$ cat src/rtl/serial_subtractor_4bit.sv
// Bit-serial subtractor: ain - bin - bin_in, one bit per clock, LSB first,
// with a start/ready/done handshake and a single borrow flip-flop.
module serial_subtractor_4bit #(
   parameter int WIDTH = 4
) (
   input  logic             clk,
   input  logic             rst,
   input  logic             start,
   input  logic [WIDTH-1:0] ain,
   input  logic [WIDTH-1:0] bin,
   input  logic             bin_in,
   output logic             ready,
   output logic             busy,
   output logic             done,
   output logic [WIDTH-1:0] diffout,
   output logic             borrowout,
   output logic             overflow
);

   localparam int CW = $clog2(WIDTH);

   typedef enum logic [1:0] {S_IDLE, S_RUN, S_DONE} state_t;

   state_t           state;
   logic [WIDTH-1:0] a_sr;
   logic [WIDTH-1:0] b_sr;
   logic [WIDTH-1:0] res;
   logic             br;
   logic [CW-1:0]    cnt;
   logic             a_msb;
   logic             b_msb;

   logic             d;
   logic             br_next;
   logic [WIDTH-1:0] res_next;

   always_comb begin
      d        = a_sr[0] ^ b_sr[0] ^ br;
      br_next  = (~a_sr[0] & b_sr[0]) | (~(a_sr[0] ^ b_sr[0]) & br);
      res_next = {d, res[WIDTH-1:1]};
   end

   always_ff @(posedge clk) begin
      if (rst) begin
         state     <= S_IDLE;
         ready     <= 1'b1;
         busy      <= 1'b0;
         done      <= 1'b0;
         diffout   <= '0;
         borrowout <= 1'b0;
         overflow  <= 1'b0;
         a_sr      <= '0;
         b_sr      <= '0;
         res       <= '0;
         br        <= 1'b0;
         cnt       <= '0;
         a_msb     <= 1'b0;
         b_msb     <= 1'b0;
      end else begin
         case (state)
            S_IDLE: begin
               done <= 1'b0;
               if (start) begin
                  a_sr  <= ain;
                  b_sr  <= bin;
                  br    <= bin_in;
                  cnt   <= '0;
                  a_msb <= ain[WIDTH-1];
                  b_msb <= bin[WIDTH-1];
                  state <= S_RUN;
                  ready <= 1'b0;
                  busy  <= 1'b1;
               end
            end
            S_RUN: begin
               a_sr <= a_sr >> 1;
               b_sr <= b_sr >> 1;
               res  <= res_next;
               br   <= br_next;
               cnt  <= cnt + 1'b1;
               // Last bit: publish results straight from the combinational next values.
               if (cnt == CW'(WIDTH-1)) begin
                  cnt       <= '0;
                  state     <= S_DONE;
                  busy      <= 1'b0;
                  done      <= 1'b1;
                  diffout   <= res_next;
                  borrowout <= br_next;
                  overflow  <= (a_msb != b_msb) && (res_next[WIDTH-1] != a_msb);
               end
            end
            S_DONE: begin
               done  <= 1'b0;
               ready <= 1'b1;
               state <= S_IDLE;
            end
            default: begin
               state <= S_IDLE;
               ready <= 1'b1;
               busy  <= 1'b0;
               done  <= 1'b0;
            end
         endcase
      end
   end

endmodule

$ cat config.mk
export PLATFORM = sky130hd
export DESIGN_NAME = serial_subtractor_4bit
export DESIGN_NICKNAME = d
export VERILOG_FILES = /design/src/rtl/serial_subtractor_4bit.sv
export SDC_FILE = /design/constraint.sdc
export NUM_CORES = 1
export LEC_CHECK = 0
export CAP_MARGIN = 20
export CORE_MARGIN = 4
export CORE_UTILIZATION = 45
export CTS_CLUSTER_DIAMETER = 60
export DETAILED_ROUTE_END_ITERATION = 16
export PLACE_DENSITY_LB_ADDON = 0.3
export RECOVER_POWER = 25
export SYNTH_ARGS = -nofsm -noshare
export SYNTH_HDL_FRONTEND = slang
export SYNTH_SLANG_ARGS = --single-unit
$ cat constraint.sdc
create_clock -name clk -period 1.29 [get_ports clk]
set_input_delay 0.258 -clock clk [delete_from_list [all_inputs] [get_ports clk]]
set_output_delay 0.258 -clock clk [all_outputs]
set_load 0.02 [all_outputs]
==> impl_results.md <==
- Status: complete, but fails checks
- Failing checks: setup timing
- Syn Area/Cell: 10.0 um2
- First-pass GRT wire length: 4090 um
- CTS tree: built
- Final max-slew violation count: 0
- Cell family with most CP delay: adder cells
- Worst VDD drop: 620 uV
- Hold WC Path Type: register to register
- DR vias: 962
- Total power draw: 1650 uW
- Rel. slew slack: 83.1%
- GR Overflow Total: 0
- N_diodes: 0
- Yosys top cell by area: dfxtp_1
- Iteration-0 DRC Markers: 20
- Synthesized flop and latch total: 27
- Synth top area cells: dfxtp_1, mux2i_1, a211oi_2
- Slowest Stage Delay on Critical Path: 470 ps
- CP max FO: 3
- Drt wl/cell: 13.9 um
- Die area: 3460 um2
- RSZ-0062 raised after global routing: yes
- Largest net degree at the start of global routing: 17
- CTS H-tree lvls: 1
- Logic pwr share: 20.8%
- Post-Route WL: 2560 um
- Worst-Margin Slew: 252 ps
- Row cnt: 18
- Critical Path RT: 1550 ps
- Syn_nets: 130
- Final Setup Violations: 3
- Clk Latency, worst-skew pair: 340 ps
- Post-route minimum period: 1380 ps
- Nets: 169
- Tcrit/Tclk final: 107%
- Post-synthesis async set-or-reset flop share: 0%
- F_max: 0.725 GHz
- Mapped Area: 1160 um2
- Initial core utilization: 46.9%
- DRC: 0
- Share of layout cells above drive strength 1: 35.7%
- Max-cap violation count: 0
- GRT Overall Usage: 15.9%
- Register area share after synthesis: 46.5%
- Remaining antenna violation count after routing: 0
- Reg power frac: 55.9%
- Antenna violations before repair: 0
- Library cells used by synthesis: 30
- Synthesis warning total: 0
- Final Hold Fails: 0
- 1st-pass router iterations: 4
- Hold Slack: 466 ps
- Sw frac: 27.3%
- Synth top area share: 46.5%
- Finished Layout Cells: 184
- Final Skew: 16.0 ps
- Hold_sp: diffout[2]$_SDFFE_PP0P_
- Syn Inst Count: 116
- Port Buffer Count: 20
- Setup ws final: -89.0 ps
- I/O pin total: 21
- Sw power: 450 uW
- Slowest-stage cell, CP: fa_2
- WP buf/inv: 3
- Clock transition at path regs: 160 ps
- Post-Place Cells: 172
- Leak: 0.000606 uW
- Final Wtd Congestion: 0.775
- Die Wd: 58.8 um
- CTS root buf: clkbuf_4
- CP Capture Type: register
- Area grow syn2layout: 30.4%
- Top FF cell, synth: dfxtp_1
- Clock Path Buffers: 2
- Setup WS pre-CTS: -231 ps
- Post-DP HPWL: 1760 um
- Die Ht: 58.8 um
- Worst Setup Start Kind: register
- Power density over cell area: 1090 nW/um2
- CTS buffer count: 3
- Critical path origin: br$_SDFFE_PP0P_
- Vias per cell: 5.23
- Vias in the first global route: 940
- CP arrival: 1640 ps
- CP cell instances: inv_2, fa_2, buf_4, buf_6, mux2i_1, nor2_1
- R2R Path Start: br$_SDFFE_PP0P_
- EDFF count, synth: 0
- Core area: 2480 um2
- Kind of critical path: register to register
- Cell-internal power: 1200 uW
- Clock power frac: 23.3%
- Setup TNS: -255 ps
- Clock sinks: 27
[state kept, by name (all words and copies together), names as in the netlist]
| register | flops |
|---|---|
| a_sr | 4 |
| b_sr | 4 |
| diffout | 4 |
| res | 3 |
| cnt | 2 |
| state | 2 |
| a_msb | 1 |
| b_msb | 1 |
| borrowout | 1 |
| br | 1 |
| busy | 1 |
| done | 1 |
| overflow | 1 |
| ready | 1 |
[power groups by stage]
stage	Combinational (uW)	Sequential, uW	Clock (uW)
after global routing	373	928	412
final	343	920	383
after CTS	293	917	392
after floorplan	184	931	0
after detailed placement	290	933	0
after global placement	283	931	0
[worst paths after layout]
path / end / slack [ps] / depth (start not counted)
setup / recovery: diffout[3]$_SDFFE_PP0P_ / -90 / 6
hold / removal: diffout[2]$_SDFFE_PP0P_ / 470 / 2
setup reg to reg: diffout[3]$_SDFFE_PP0P_ / -90 / 6
hold reg to reg: diffout[2]$_SDFFE_PP0P_ / 470 / 2
[cells in the mapped netlist, types with 2 or more instances]
master and number:
a211oi_1 3, a211oi_2 4, a21oi_1 10, a22oi_1 2, buf_2 3, buf_6 3, dfxtp_1 27, inv_1 3
mux2i_1 10, nand2_1 8, nand2b_1 4, nand3_1 3, nor2_1 11, nor2_2 4, nor3_1 2, nor3b_1 2
o21ai_0 4
[tightest hold or removal path: cells and delay by family (launching register included)]
kind,cells,cell delay (ps)
DFF,1,340
and+or+nand+nor,1,50
AOI/OAI and AO/OA,1,50
[per-stage QoR]
stage,cell area (um2),util [%]
2_1_floorplan,1160,-
3_3_place_gp,1440,57.9
3_5_place_dp,1440,57.9
4_1_cts,1480,59.7
5_1_grt,1520,61.2
6_report,1520,61.2
[cell type report]
type                       instances  area [um2]
inverter                           3        11.3
timing repair buffer              40         320
fill                             228         962
sequential                        27         548
clock inverter                     1        7.51
clock buffer                       3        22.5
tap                               30        37.5
multi-input combinational         80         568
[cells in the final DEF, fill, tap and decap left out, types with 2 or more instances in the layout]
cell type / count
clkdlybuf4s15_2: 2
a211oi_2: 4
dfxtp_1: 21
a211oi_1: 3
nor2_1: 11
buf_4: 17
nand2b_1: 4
a22oi_1: 2
clkbuf_2: 7
nor2_2: 4
inv_2: 2
dfxtp_2: 6
nand3_1: 3
mux2i_1: 10
clkdlybuf4s50_1: 11
nand2_1: 8
a21oi_1: 10
o21ai_0: 3
clkbuf_4: 3
[timing repair]
| item | 4_1_cts | 5_1_grt |
|---|---|---|
| endpoints found under the setup margin | 14 | 18 |
| gates cloned | 0 | 2 |
| hold endpoints to repair | 0 | 0 |
| resized for setup | 25 | 12 |
| setup buffers | 0 | 6 |
| hold buffers | 0 | 0 |
| pin swaps | 0 | 1 |
[layer usage]
metal	GRT usage [%]	part of all wire (%)	vias up
met3	3.29	4.1	5
met5	0	0	-
met2	24.4	45	18
met4	8.09	2.1	0
met1	21.1	49	449
li1	-	-	490
[logic make-up (layout without fill, tap and decap cells)]
group / after synthesis / in the layout / share of synthesized area (%)
multiplexers: 10 / 10 / 8.61
AND/OR/NAND/NOR: 37 / 38 / 16.1
buffers and inverters: 11 / 47 / 7.21
AO/OA/AOI/OAI: 29 / 30 / 18.7
flip-flops: 27 / 27 / 46.5
adder cells (fa/ha/maj): 2 / 2 / 2.80
(Power assumes the default switching activity.)
